File: config.mk
export PLATFORM = sky130hd
export DESIGN_NAME = usb_data_buffer_flat
export DESIGN_NICKNAME = d
export VERILOG_FILES = /design/src/rtl/usb_data_buffer_if.sv /design/src/rtl/usb_data_buffer.sv /design/src/flat_wrapper.sv
export SDC_FILE = /design/constraint.sdc
export NUM_CORES = 1
export LEC_CHECK = 0
export BUFFER_PORTS_ARGS = -buffer_cell sky130_fd_sc_hd__buf_2
export CAP_MARGIN = 30
export CORE_ASPECT_RATIO = 1.2
export CORE_MARGIN = 3
export CORE_UTILIZATION = 40
export DETAILED_ROUTE_END_ITERATION = 10
export MAX_ROUTING_LAYER = met4
export PLACE_DENSITY_LB_ADDON = 0.3
export REMOVE_ABC_BUFFERS = 1
export SLEW_MARGIN = 40
export SYNTH_ARGS = -nofsm -noshare
export SYNTH_HDL_FRONTEND = slang
export SYNTH_SLANG_ARGS = --single-unit
File: constraint.sdc
create_clock -name clk -period 3.8 [get_ports clk]
set_input_delay 0.19 -clock clk [delete_from_list [all_inputs] [get_ports clk]]
set_output_delay 0.19 -clock clk [all_outputs]
set_load 0.01 [all_outputs]
File: src/rtl/usb_data_buffer_if.sv
// Handshake/data bundle between the AHB slave, the USB packet engines and the shared endpoint buffer.
interface usb_data_buffer_if;
    logic       clear;
    logic       store_tx_data;
    logic [7:0] tx_data;
    logic       get_rx_data;
    logic [7:0] rx_data;
    logic       store_rx_packet_data;
    logic [7:0] rx_packet_data;
    logic       get_tx_packet_data;
    logic [7:0] tx_packet_data;
    logic [6:0] buffer_occupancy;
    logic       buffer_error;

    modport master (
        output clear, store_tx_data, tx_data, get_rx_data,
               store_rx_packet_data, rx_packet_data, get_tx_packet_data,
        input  rx_data, tx_packet_data, buffer_occupancy, buffer_error
    );

    modport slave (
        input  clear, store_tx_data, tx_data, get_rx_data,
               store_rx_packet_data, rx_packet_data, get_tx_packet_data,
        output rx_data, tx_packet_data, buffer_occupancy, buffer_error
    );
endinterface

File: src/rtl/usb_data_buffer.sv
// Shared 64-byte endpoint FIFO: AHB slave and USB RX engine push, AHB slave and USB TX engine pop.
module usb_data_buffer #(
    parameter int unsigned DEPTH  = 64,
    parameter int unsigned ADDR_W = 6
) (
    input  logic               clk,
    input  logic               n_rst,
    usb_data_buffer_if.slave   bus
);
    localparam logic [ADDR_W:0]   CNT_FULL = (ADDR_W + 1)'(DEPTH);
    localparam logic [ADDR_W:0]   CNT_ONE  = (ADDR_W + 1)'(1);
    localparam logic [ADDR_W-1:0] PTR_ONE  = ADDR_W'(1);

    logic [7:0]        mem_q [DEPTH];
    logic [7:0]        mem_d [DEPTH];
    logic [ADDR_W-1:0] wr_ptr_q, wr_ptr_d;
    logic [ADDR_W-1:0] rd_ptr_q, rd_ptr_d;
    logic [ADDR_W:0]   count_q, count_d;
    logic [7:0]        rx_data_q, rx_data_d;
    logic [7:0]        tx_packet_data_q, tx_packet_data_d;
    logic              error_q, error_d;

    logic       push_req, pop_req, push_ok, pop_ok, pop_sel_rx, err_set;
    logic [7:0] push_byte;

    // Full/empty decisions use the occupancy before the edge, so a push+pop
    // on an empty buffer rejects the pop and on a full buffer rejects the push.
    assign push_req   = bus.store_tx_data | bus.store_rx_packet_data;
    assign pop_req    = bus.get_rx_data | bus.get_tx_packet_data;
    assign push_byte  = bus.store_tx_data ? bus.tx_data : bus.rx_packet_data;
    assign pop_sel_rx = bus.get_rx_data;
    assign push_ok    = push_req && (count_q < CNT_FULL);
    assign pop_ok     = pop_req && (count_q != '0);
    assign err_set    = (bus.store_tx_data && bus.store_rx_packet_data)
                      || (bus.get_rx_data && bus.get_tx_packet_data)
                      || (push_req && !push_ok)
                      || (pop_req && !pop_ok);

    always_comb begin
        mem_d            = mem_q;
        wr_ptr_d         = wr_ptr_q;
        rd_ptr_d         = rd_ptr_q;
        count_d          = count_q;
        rx_data_d        = rx_data_q;
        tx_packet_data_d = tx_packet_data_q;
        error_d          = error_q;

        if (bus.clear) begin
            wr_ptr_d = '0;
            rd_ptr_d = '0;
            count_d  = '0;
            error_d  = 1'b0;
        end else begin
            if (push_ok) begin
                mem_d[wr_ptr_q] = push_byte;
                wr_ptr_d        = wr_ptr_q + PTR_ONE;
            end
            if (pop_ok) begin
                rd_ptr_d = rd_ptr_q + PTR_ONE;
                if (pop_sel_rx) begin
                    rx_data_d = mem_q[rd_ptr_q];
                end else begin
                    tx_packet_data_d = mem_q[rd_ptr_q];
                end
            end
            case ({push_ok, pop_ok})
                2'b10:   count_d = count_q + CNT_ONE;
                2'b01:   count_d = count_q - CNT_ONE;
                default: count_d = count_q;
            endcase
            if (err_set) begin
                error_d = 1'b1;
            end
        end
    end

    always_ff @(posedge clk) begin
        if (!n_rst) begin
            wr_ptr_q         <= '0;
            rd_ptr_q         <= '0;
            count_q          <= '0;
            rx_data_q        <= '0;
            tx_packet_data_q <= '0;
            error_q          <= 1'b0;
        end else begin
            wr_ptr_q         <= wr_ptr_d;
            rd_ptr_q         <= rd_ptr_d;
            count_q          <= count_d;
            rx_data_q        <= rx_data_d;
            tx_packet_data_q <= tx_packet_data_d;
            error_q          <= error_d;
        end
    end

    // Storage contents are don't-care after reset, so the array has no reset.
    always_ff @(posedge clk) begin
        mem_q <= mem_d;
    end

    assign bus.rx_data          = rx_data_q;
    assign bus.tx_packet_data   = tx_packet_data_q;
    assign bus.buffer_occupancy = count_q;
    assign bus.buffer_error     = error_q;
endmodule
File: src/flat_wrapper.sv
// flat-port wrapper written by rule: the top's interface ports become plain ports
module usb_data_buffer_flat 
#(
    parameter int unsigned DEPTH  = 64,
    parameter int unsigned ADDR_W = 6
)
  (clk, n_rst, bus_clear, bus_store_tx_data, bus_tx_data, bus_get_rx_data, bus_store_rx_packet_data, bus_rx_packet_data, bus_get_tx_packet_data, bus_rx_data, bus_tx_packet_data, bus_buffer_occupancy, bus_buffer_error);
  usb_data_buffer_if bus_i ();
  input  logic clk;
  input  logic n_rst;
  input wire logic [$bits(bus_i.clear)-1:0] bus_clear;
  input wire logic [$bits(bus_i.store_tx_data)-1:0] bus_store_tx_data;
  input wire logic [$bits(bus_i.tx_data)-1:0] bus_tx_data;
  input wire logic [$bits(bus_i.get_rx_data)-1:0] bus_get_rx_data;
  input wire logic [$bits(bus_i.store_rx_packet_data)-1:0] bus_store_rx_packet_data;
  input wire logic [$bits(bus_i.rx_packet_data)-1:0] bus_rx_packet_data;
  input wire logic [$bits(bus_i.get_tx_packet_data)-1:0] bus_get_tx_packet_data;
  output wire logic [$bits(bus_i.rx_data)-1:0] bus_rx_data;
  output wire logic [$bits(bus_i.tx_packet_data)-1:0] bus_tx_packet_data;
  output wire logic [$bits(bus_i.buffer_occupancy)-1:0] bus_buffer_occupancy;
  output wire logic [$bits(bus_i.buffer_error)-1:0] bus_buffer_error;
  assign bus_i.clear = bus_clear;
  assign bus_i.store_tx_data = bus_store_tx_data;
  assign bus_i.tx_data = bus_tx_data;
  assign bus_i.get_rx_data = bus_get_rx_data;
  assign bus_i.store_rx_packet_data = bus_store_rx_packet_data;
  assign bus_i.rx_packet_data = bus_rx_packet_data;
  assign bus_i.get_tx_packet_data = bus_get_tx_packet_data;
  assign bus_rx_data = bus_i.rx_data;
  assign bus_tx_packet_data = bus_i.tx_packet_data;
  assign bus_buffer_occupancy = bus_i.buffer_occupancy;
  assign bus_buffer_error = bus_i.buffer_error;
  usb_data_buffer #(.DEPTH(DEPTH), .ADDR_W(ADDR_W)) u_core (.clk(clk), .n_rst(n_rst), .bus(bus_i));
endmodule
==> results of run 1 <==
## registers in the layout (all words and copies together), names as in the netlist
| register | cells |
|---|---|
| u_core.bus.buffer_occupancy | 7 |
| u_core.rd_ptr_q | 6 |
| u_core.bus.rx_data | 8 |
| u_core.wr_ptr_q | 6 |
| u_core.bus.buffer_error | 1 |
| u_core.mem_q | 512 |
| u_core.bus.tx_packet_data | 8 |
## cell families after synthesis
family | after synthesis
simple gates | 168
buf+inv | 70
fa+ha+maj | 6
compound gates | 161
flops | 548
xor+xnor | 15
mux | 172
## layer usage
layer / track usage / share of wire / vias to the layer above
li1: - / - / 4891
met1: 0.257 / 0.43 / 5819
met2: 0.283 / 0.48 / 435
met3: 0.0252 / 0.070 / 73
met4: 0.0527 / 0.025 / 0
met5: - / 0 / -
## power groups by stage
stage / logic, mW / clock network, mW / registers [mW]
6_report: 0.665 / 5.04 / 6.70
5_1_grt: 0.715 / 5.38 / 6.70
4_1_cts: 0.666 / 5.15 / 6.70
3_5_place_dp: 0.663 / 0 / 6.83
3_3_place_gp: 0.647 / 0 / 6.83
2_1_floorplan: 0.415 / 0 / 6.87
## cells in the final DEF (no fill, tap or decap), types with 6 or more instances in the layout
cell / instances
clkbuf_1: 12
nand4_1: 6
buf_4: 71
mux2i_1: 66
clkinv_1: 15
o221ai_1: 30
nor2b_1: 9
mux4_2: 92
nor2_1: 92
a22oi_1: 42
xor2_1: 10
clkinv_2: 7
a22o_1: 11
edfxtp_1: 512
nand2_1: 26
nand3_1: 7
dfxtp_1: 33
o21ai_0: 17
a21oi_1: 40
buf_2: 46
clkbuf_16: 53
a221o_1: 7
## worst max-delay path, delay by kind of cell, from the launching register on
kind	cells	cell delay (ns)
flip-flops	1	0.40
AO/OA/AOI/OAI	5	1.20
AND/OR/NAND/NOR	2	0.69
XOR/XNOR	2	0.32
adder cells (fa/ha/maj)	2	0.53
buffers and inverters	1	0.15
## final cells by class
cell class              instances  area [sq um]
inverters                       6          22.5
clock buffers                  66          1390
fillers                      4421         28200
repair buffers                125           911
well taps                     705           882
multi-input cells             522          5090
flip-flops and latches        548         16100
clock inverters                29           263
## worst paths after layout
check / slack [ns] / startpoint / cells after the start / endpoint
max: 0.42 / u_core.bus.buffer_occupancy[3] / 12 / u_core.bus.buffer_occupancy[4]
min: 0.04 / bus_get_tx_packet_data / 5 / u_core.bus.buffer_error
max reg2reg: 0.42 / u_core.bus.buffer_occupancy[3] / 12 / u_core.bus.buffer_occupancy[4]
min reg2reg: 0.48 / u_core.bus.buffer_error / 2 / u_core.bus.buffer_error
## metrics by stage
step                      power [mW]   util
after global placement          7.47  0.434
after floorplan                 7.29      -
after global routing            12.8  0.467
final                           12.4  0.467
after detailed placement        7.49  0.434
after CTS                       12.5  0.466
## what timing repair did
item                       CTS  global route
gates resized for setup      0             1
hold endpoints to repair     2             0
hold buffers                 2             0
setup endpoints to repair    0             1
==> summary.md, run 1 <==
| Metric | Value |
|---|---|
| Status | finished, final reports clean |
| Clk pin slew, worst setup/hold paths | 0.06 ns |
| Drt total wl | 50500 microns |
| Mean Syn Cell Area | 18.9 sq um |
| GPL Wtd Cong | 0.837 |
| Achievable frequency | 296 MHz |
| Slew HR | 0.418 |
| Synth Cell Area | 21500 sq um |
| Actual slew at the worst max-slew pin | 0.870 ns |
| P_int | 9.82 mW |
| Vias in the first global route | 11200 |
| TritonCTS buffer count | 52 |
| Routed Antenna Nets | 0 |
| Slew Limit Fails | 0 |
| Clock tree from TritonCTS | done |
| P_sw | 2.58 mW |
| Row cnt | 92 |
| Final TNS setup | 0 ns |
| Period utilization | 0.890 |
| Top-count cell post-synth | edfxtp_1 |
| Setup Fix Bufs, Post-CTS | 0 |
| Hpwl dp | 31900 microns |
| Overall routing resource usage | 0.183 |
| Most frequent cells after synthesis | 512 x edfxtp_1, 97 x nor2_1, 92 x mux4_2 |
| WL per Instance | 25.2 microns |
| Max Clock Skew | 0.0142 ns |
| Final setup viols | 0 |
| Layout cells sized above 1 | 0.238 |
| Die area | 56600 sq um |
| RSZ-0062 raised after global routing | no |
| Ant. Diodes | 0 |
| CP Capture Type | flip-flop |
| Vias | 11200 |
| Startpoint type of the worst setup path | flip-flop |
| DP Worst Slack | 0.294 ns |
| Largest cells by area after synthesis | edfxtp_1 71%, mux4_2 9.6%, dfxtp_1 3.3% |
| Die H | 260 microns |
| Multiplexer share of the synthesized area | 0.138 |
| Post-synth EDFFs | 512 |
| Detailed-route vias per instance | 5.61 |
| Sw Ratio | 0.208 |
| Gr ovfl total | 0 |
| Max IR drop VDD | 329 uV |
| Xor-xnor portion of the synthesized cell area | 0.00611 |
| Worst Hold Slack | 0.0394 ns |
| Initial cell density of the core | 0.407 |
| Mapped Cells | 1140 |
| Crit-path max FO | 17 |
| Crit Path Class | flip-flop to flip-flop |
| Nets@finish | 1283 |
| Worst-Skew Late Latency | 0.57 ns |
| Die width | 218 microns |
| Post-synthesis compound-gate area fraction | 0.0530 |
| # IOs | 47 |
| Core outline area | 52800 sq um |
| DRT iter0 DRCs | 1127 |
| Worst EP required | 4.29 ns |
| Hold crit path type | input pin to flip-flop |
| Adder-cell area share of the yosys netlist | 0.00337 |
| Design Area, Final | 24700 sq um |
| Initial DRT Pass Iterations | 5 |
| Synth area leader | edfxtp_1 |
| Placed inst area | 22900 sq um |
| Number of port buffers | 46 |
| Crit path largest cell delay | 0.40 ns |
| Post-synth top area share | 0.715 |
| Pin count of the biggest net entering global routing | 46 |
| DRC | 0 |
| H-Tree Level Count | 2 |
| Comb pwr share | 0.054 |
| Simple-gate share of the synthesized area | 0.0342 |
| Clock Path Buffers | 3 |
| Post-synthesis async set-or-reset flop share | 0 |
| YS warnings | 0 |
| Post-Layout Cell Count | 2001 |
| Crit path DAT | 3.87 ns |
| Netlist cell types | 49 |
| Root Buffer | clkbuf_16 |
| Largest family of logic cells by synthesized area | multiplexers |
| Area growth, synth to finish | 14.6% |
| Leakage dissipation | 7.76 nW |
| Clock power share | 0.406 |
| Post-synthesis sequential element count | 548 |
| Final hold violation count | 0 |
| Sequential fraction of design power | 0.540 |
| PnR worst setup slack | 0.420 ns |
| First-pass GRT wire length | 74300 microns |
| Worst path cell trace | nor4_1 > a21o_1 > inv_2 > ha_2 > xor2_1 > ha_1 > a21oi_1 > o21ai_0 > a221oi_1 > xor2_1 > or3_1 > a21oi_1 |
| # Max-Cap Violations | 0 |
| Main synth FF type | edfxtp_1 |
| Min cycle time layout | 3.38 ns |
| Crit path max-delay cell type | dfxtp_1 |
| PD cells | 503 nW/um^2 |
| # clock sinks | 548 |
| Initial antenna violation count | 1 |
| Cells after DPL | 1903 |
| Register area share after synthesis | 0.748 |
Note: power is estimated with default switching activity, not from simulation.
==> run 2, diff against run 1 <==
--- a/config.mk
+++ b/config.mk
@@ -8,12 +8,11 @@
 export BUFFER_PORTS_ARGS = -buffer_cell sky130_fd_sc_hd__buf_2
 export CAP_MARGIN = 30
 export CORE_ASPECT_RATIO = 1.2
-export CORE_MARGIN = 3
 export CORE_UTILIZATION = 40
 export DETAILED_ROUTE_END_ITERATION = 10
+export GPL_TIMING_DRIVEN = 0
 export MAX_ROUTING_LAYER = met4
 export PLACE_DENSITY_LB_ADDON = 0.3
-export REMOVE_ABC_BUFFERS = 1
 export SLEW_MARGIN = 40
 export SYNTH_ARGS = -nofsm -noshare
 export SYNTH_HDL_FRONTEND = slang
==> summary.md, run 2 (same netlist as run 1, synthesis figures left out) <==
| Metric | Value |
|---|---|
| Buf/Inv on CP | 3 (+2) |
| Gr ovfl total | 0 (unchanged) |
| Initial antenna violation count | 0 (-1) |
| Final Power | 12.8 mW (+3.0%) |
| Clk pin slew, worst setup/hold paths | 0.06 ns (about the same) |
| H-Tree Level Count | 2 (unchanged) |
| Largest register by flop count | u_core.mem_q |
| GPL Wtd Cong | 0.899 (+7.4%) |
| Period utilization | 0.918 (+0.0283) |
| R2r startpoint | u_core.bus.buffer_occupancy[1] |
| DRC | 0 (unchanged) |
| Achievable frequency | 287 MHz (-3.1%) |
| Cells after DPL | 1889 (-0.74%) |
| Post-Layout Cell Count | 1989 (-0.60%) |
| Number of port buffers | 44 (-4.3%) |
| Area growth, synth to finish | 14.1% |
| Root Buffer | clkbuf_16 |
| Routed Antenna Nets | 0 (unchanged) |
| Max Clock Skew | 0.0111 ns (-0.00306 ns) |
| Crit-path max FO | 10 (-7) |
| CP Capture Type | flip-flop |
| Commonest non-fill, non-tap cells in the layout | 512 x edfxtp_1, 92 x mux4_2, 80 x nor2_1, 66 x mux2i_1 |
| Nets@finish | 1268 (-1.2%) |
| Initial DRT Pass Iterations | 5 (unchanged) |
| # clock sinks | 548 (unchanged) |
| Initial cell density of the core | 0.407 (unchanged) |
| Clock power share | 0.422 (+0.016) |
| Mapped Nets | 1168 |
| Crit Path Class | flip-flop to flip-flop |
| Min-Delay Startpoint | bus_clear |
| Hold crit path type | input pin to flip-flop |
| Crit path DAT | 4.02 ns (+0.15 ns) |
| Worst reg2reg setup slack | 0.31 ns (-0.11 ns) |
| P_int | 10.1 mW (+2.3%) |
| Worst EP required | 4.33 ns (+0.04 ns) |
| WL per Instance | 27.6 microns (+9.5%) |
| Overall routing resource usage | 0.211 (+0.0277) |
| # IOs | 47 (unchanged) |
| Comb pwr share | 0.055 (about the same) |
| Startpoint type of the worst setup path | flip-flop |
| TritonCTS buffer count | 54 (+3.8%) |
| PD cells | 520 nW/um^2 (+3.4%) |
| Max IR drop VDD | 332 uV (+0.72%) |
| Crit path top cell by count | ha_1 |
| Layout cells sized above 1 | 0.217 (-0.0211) |
| Die H | 256 microns (-1.5%) |
| Sw Ratio | 0.213 (+0.00514) |
| Clock Path Buffers | 3 (unchanged) |
| Sequential fraction of design power | 0.523 (-0.017) |
| Slew HR | 0.394 (-0.0231) |
| # Max-Cap Violations | 0 (unchanged) |
| Vias | 11400 (+1.4%) |
| Pin count of the biggest net entering global routing | 65 (+41%) |
| Slew Limit Fails | 0 (unchanged) |
| Min-Delay Endpoint | u_core.bus.tx_packet_data[7] |
| DRT iter0 DRCs | 1077 (-4.4%) |
| Final hold violation count | 0 (unchanged) |
| Worst-Skew Late Latency | 0.61 ns (+0.04 ns) |
| P_sw | 2.72 mW (+5.5%) |
| RSZ-0062 raised after global routing | no |
| R2r endpoint | u_core.bus.buffer_occupancy[6] |
| Core outline area | 52800 sq um (unchanged) |
| Setup Fix Bufs, Post-CTS | 0 (unchanged) |
| Final setup viols | 0 (unchanged) |
| Hpwl dp | 35700 microns (+12%) |
| Status | finished, final reports clean |
| Most common cell after layout, fill and taps aside | edfxtp_1 |
| Detailed-route vias per instance | 5.72 (+2.0%) |
| Hold Crit Depth | 3 (-2) |
| Worst path cell trace | clkbuf_1 > nor3_1 > a21o_2 > inv_2 > ha_1 > clkbuf_2 > xor2_1 > ha_1 > a21oi_2 > o21ai_0 > a221oi_2 > a31oi_1 > or3_1 > a21oi_1 |
| Max reg flops | 512 (unchanged) |
| Drt total wl | 54900 microns (+8.8%) |
| Die area | 54700 sq um (-3.3%) |
| Crit path largest cell delay | 0.33 ns (-0.07 ns) |
| Crit path max-delay cell type | ha_1 |
| Ant. Diodes | 0 (unchanged) |
| Clock tree from TritonCTS | done |
| Final TNS setup | 0 ns (unchanged) |
| Min cycle time layout | 3.49 ns (+0.107 ns) |
| Leakage dissipation | 7.63 nW (-1.7%) |
| Die width | 214 microns (-1.8%) |
| Worst r2r path cells | 14 (+2) |
| First-pass GRT wire length | 79100 microns (+6.4%) |
| Largest delay contributor family on the critical path | compound AO/OA/AOI/OAI gates |
| Vias in the first global route | 11500 (+2.8%) |
| Actual slew at the worst max-slew pin | 0.906 ns (+0.0360 ns) |
| Row cnt | 92 (unchanged) |
## run 2: cell type report
type | count | area (sq um)
multi-input combinational | 522 | 5160
timing repair buffer | 47 | 250
sequential | 548 | 16100
clock buffer | 73 | 1520
inverter | 6 | 22.5
clock inverter | 27 | 274
fill | 4450 | 28300
buffer | 61 | 344
tap | 705 | 882
## run 2: power by group through the flow
stage	clock network (mW)	registers (mW)	logic [mW]
after floorplan	0	6.81	0.438
final	5.39	6.69	0.700
after global placement	0	6.82	0.675
after global routing	5.67	6.68	0.746
after detailed placement	0	6.81	0.700
after CTS	5.45	6.68	0.706
## run 2: per-layer routing
| layer | wire [microns] | GRT usage |
|---|---|---|
| met5 | 0 | - |
| met4 | 1900 | 0.0808 |
| met3 | 3510 | 0.0293 |
| met2 | 27900 | 0.343 |
| met1 | 21600 | 0.267 |
## run 2: through the flow
step                utilization  instance area [sq um]  worst slack, ns  hold WS, ns
global route              0.465                  24500           0.0703       0.0420
finish                    0.465                  24500            0.312       0.0248
floorplan                     -                  21500            0.405        0.328
detailed placement        0.429                  22700           -0.157        0.467
global placement          0.428                  22600          -0.0420        0.465
CTS                       0.463                  24500           0.0104      0.00410
## run 2: worst min-delay path, stage by stage
cell and delay (ns):
buf_2 0.17, nor3_1 0.10, a21oi_1 0.13
## run 2: worst max path at each step
stage | end | cells after the start | from | slack [ns]
4_1_cts | u_core.bus.buffer_occupancy[6] | 15 | u_core.bus.buffer_occupancy[3] | 0.01
3_3_place_gp | u_core.bus.buffer_occupancy[6] | 15 | u_core.bus.buffer_occupancy[3] | -0.04
3_5_place_dp | u_core.bus.buffer_occupancy[6] | 15 | u_core.bus.buffer_occupancy[3] | -0.16
6_report | u_core.bus.buffer_occupancy[6] | 14 | u_core.bus.buffer_occupancy[1] | 0.31
5_1_grt | u_core.bus.buffer_occupancy[6] | 14 | u_core.bus.buffer_occupancy[1] | 0.07
2_1_floorplan | u_core.bus.buffer_occupancy[6] | 15 | u_core.bus.buffer_occupancy[3] | 0.41
## run 2: timing repair
action | 4_1_cts | 5_1_grt
setup endpoints to repair | 2 | 2
hold buffers | 3 | 0
resized for setup | 2 | 3
endpoints found under the hold margin | 2 | 0
==> run 3, diff against run 2 <==
--- a/config.mk
+++ b/config.mk
@@ -13,6 +13,7 @@
 export GPL_TIMING_DRIVEN = 0
 export MAX_ROUTING_LAYER = met4
 export PLACE_DENSITY_LB_ADDON = 0.3
+export RECOVER_POWER = 50
 export SLEW_MARGIN = 40
 export SYNTH_ARGS = -nofsm -noshare
 export SYNTH_HDL_FRONTEND = slang
==> summary.md, run 3 (same netlist as run 1, synthesis figures left out) <==
| Metric | Value |
|---|---|
| Crit path largest cell delay | 0.33 ns (about the same) |
| Sequential fraction of design power | 0.524 (about the same) |
| Period utilization | 0.916 (-0.00199) |
| Max reg flops | 512 (unchanged) |
| Startpoint type of the worst setup path | flip-flop |
| Final Power | 12.8 mW (about the same) |
| Core outline area | 52800 sq um (unchanged) |
| Max Clock Skew | 0.0149 ns (+0.00378 ns) |
| Initial cell density of the core | 0.407 (unchanged) |
| Actual slew at the worst max-slew pin | 2.61 ns (+1.70 ns) |
| Crit Path Class | flip-flop to flip-flop |
| Initial DRT Pass Iterations | 6 (+1) |
| Mapped Nets | 1168 (unchanged) |
| Die width | 214 microns (unchanged) |
| Vias in the first global route | 11500 (unchanged) |
| Layout fillers | 4471 (+0.47%) |
| First-pass GRT wire length | 79100 microns (unchanged) |
| Min cycle time layout | 3.48 ns (-0.00757 ns) |
| PnR worst setup slack | 0.320 ns (+0.00757 ns) |
| Setup Fix Bufs, Post-CTS | 0 (unchanged) |
| Crit path top cell by count | ha_1 |
| Clock Path Buffers | 3 (unchanged) |
| Achievable frequency | 287 MHz (+0.22%) |
| Initial antenna violation count | 0 (unchanged) |
| # IOs | 47 (unchanged) |
| Commonest non-fill, non-tap cells in the layout | 512 x edfxtp_1, 92 x mux4_2, 80 x nor2_1, 68 x clkbuf_1, 66 x mux2i_1 |
| # Max-Cap Violations | 8 (+8) |
| Area growth, synth to finish | 13.7% |
| P_int | 10.1 mW (about the same) |
| Final setup viols | 0 (unchanged) |
| Largest register by flop count | u_core.mem_q |
| Slew HR | -0.737 (-1.13) |
| TritonCTS buffer count | 54 (unchanged) |
| Detailed-route vias per instance | 5.75 (+0.63%) |
| Buf/Inv on CP | 3 (unchanged) |
| DRC | 0 (unchanged) |
| Max IR drop VDD | 331 uV (-0.33%) |
| Layout cells sized above 1 | 0.189 (-0.0273) |
| # clock sinks | 548 (unchanged) |
| DRT iter0 DRCs | 1092 (+1.4%) |
| RSZ-0062 raised after global routing | no |
| Die area | 54700 sq um (unchanged) |
| Final hold violation count | 0 (unchanged) |
| Largest delay contributor family on the critical path | compound AO/OA/AOI/OAI gates |
| PD cells | 522 nW/um^2 (+0.36%) |
| Clock power share | 0.422 (about the same) |
| Final TNS setup | 0 ns (unchanged) |
| Status | complete, but fails checks |
| Worst path cell trace | clkbuf_1 > nor3_1 > a21o_2 > inv_2 > ha_1 > clkbuf_2 > xor2_1 > ha_1 > a21oi_2 > o21ai_0 > a221oi_2 > a31oi_1 > or3_1 > a21oi_1 |
| Worst reg2reg setup slack | 0.32 ns (about the same) |
| Ant. Diodes | 0 (unchanged) |
| Crit-path max FO | 10 (unchanged) |
| DP Worst Slack | -0.157 ns (unchanged) |
| Violated checks | capacitance limit, slew limit |
| Leakage dissipation | 7.48 nW (-2.0%) |
| Pin count of the biggest net entering global routing | 65 (unchanged) |
| Most common cell after layout, fill and taps aside | edfxtp_1 |
| Worst EP required | 4.34 ns (about the same) |
| Comb pwr share | 0.054 (about the same) |
| Slew Limit Fails | 520 (+520) |
| Clk pin slew, worst setup/hold paths | 0.06 ns (about the same) |
| WL per Instance | 27.8 microns (+0.48%) |
| Root Buffer | clkbuf_16 |
| Clock tree from TritonCTS | done |
| Crit path max-delay cell type | ha_1 |
| GPL Wtd Cong | 0.899 (unchanged) |
| P_sw | 2.73 mW (+0.12%) |
| Drt total wl | 55200 microns (+0.48%) |
| Routed Antenna Nets | 0 (unchanged) |
| Vias | 11400 (+0.63%) |
| Cells after DPL | 1889 (unchanged) |
| Nets@finish | 1268 (unchanged) |
| Row cnt | 92 (unchanged) |
| CP Capture Type | flip-flop |
| Gr ovfl total | 0 (unchanged) |
| Number of port buffers | 44 (unchanged) |
| Overall routing resource usage | 0.211 (unchanged) |
| Crit path DAT | 4.02 ns (about the same) |
| Hpwl dp | 35700 microns (unchanged) |
| Die H | 256 microns (unchanged) |
| Sw Ratio | 0.213 (about the same) |
| H-Tree Level Count | 2 (unchanged) |
| Post-Layout Cell Count | 1989 (unchanged) |
| Worst-Skew Late Latency | 0.62 ns (about the same) |
| Hold crit path type | input pin to flip-flop |
-- run 3: cell types whose count changed in the layout (fill, tap and decap cells not counted), sizes merged --
cell,change
buf,-27
clkbuf,+27
-- run 3: area by class of cell --
class,instances,area (sq um),share of cell area
clock buffer,73,1520,0.0620
timing repair buffer,47,219,0.00895
buffer,61,339,0.0139
tap,705,882,0.0360
sequential,548,16100,0.658
multi-input combinational,522,5120,0.209
clock inverter,27,274,0.0112
inverter,6,22.5,0.000920
-- run 3: power groups by stage --
| stage | Combinational [mW] | Sequential, mW | Clock, mW |
|---|---|---|---|
| after floorplan | 0.438 | 6.81 | 0 |
| after global placement | 0.675 | 6.82 | 0 |
| after detailed placement | 0.700 | 6.81 | 0 |
| after CTS | 0.706 | 6.68 | 5.45 |
| after global routing | 0.733 | 6.70 | 5.67 |
| final | 0.689 | 6.70 | 5.39 |
-- run 3: per-layer routing --
| layer | GRT usage | vias to the layer above | part of all wire |
|---|---|---|---|
| met3 | 0.0293 | 105 | 0.065 |
| met5 | - | - | 0 |
| met1 | 0.267 | 6034 | 0.39 |
| li1 | - | 4867 | - |
| met4 | 0.0808 | 0 | 0.037 |
| met2 | 0.343 | 439 | 0.51 |
-- run 3: what timing repair did --
action | 4_1_cts | 5_1_grt
hold buffers | 3 | 0
gates resized for setup | 2 | 3
endpoints found under the setup margin | 2 | 2
hold endpoints to repair | 2 | 0
-- run 3: path summary, 6_finish.rpt --
check / start / to / depth (start not counted)
worst max register to register: u_core.bus.buffer_occupancy[1] / u_core.bus.buffer_occupancy[6] / 14
worst max-delay path: u_core.bus.buffer_occupancy[1] / u_core.bus.buffer_occupancy[6] / 14
worst min-delay path: bus_clear / u_core.bus.tx_packet_data[7] / 3
worst min register to register: u_core.wr_ptr_q[1] / u_core.wr_ptr_q[1] / 2
-- run 3: worst min-delay path, cell delays in order --
cell and delay, ns:
buf_2 0.17, nor3_1 0.11, a21oi_1 0.13
-- run 3: through the flow --
| step | hold WS (ns) | utilization | cell area (sq um) |
|---|---|---|---|
| 6_report | 0.0291 | 0.463 | 24500 |
| 5_1_grt | 0.0420 | 0.463 | 24500 |
| 4_1_cts | 0.00410 | 0.463 | 24500 |
| 3_5_place_dp | 0.467 | 0.429 | 22700 |
| 3_3_place_gp | 0.465 | 0.428 | 22600 |
| 2_1_floorplan | 0.328 | - | 21500 |
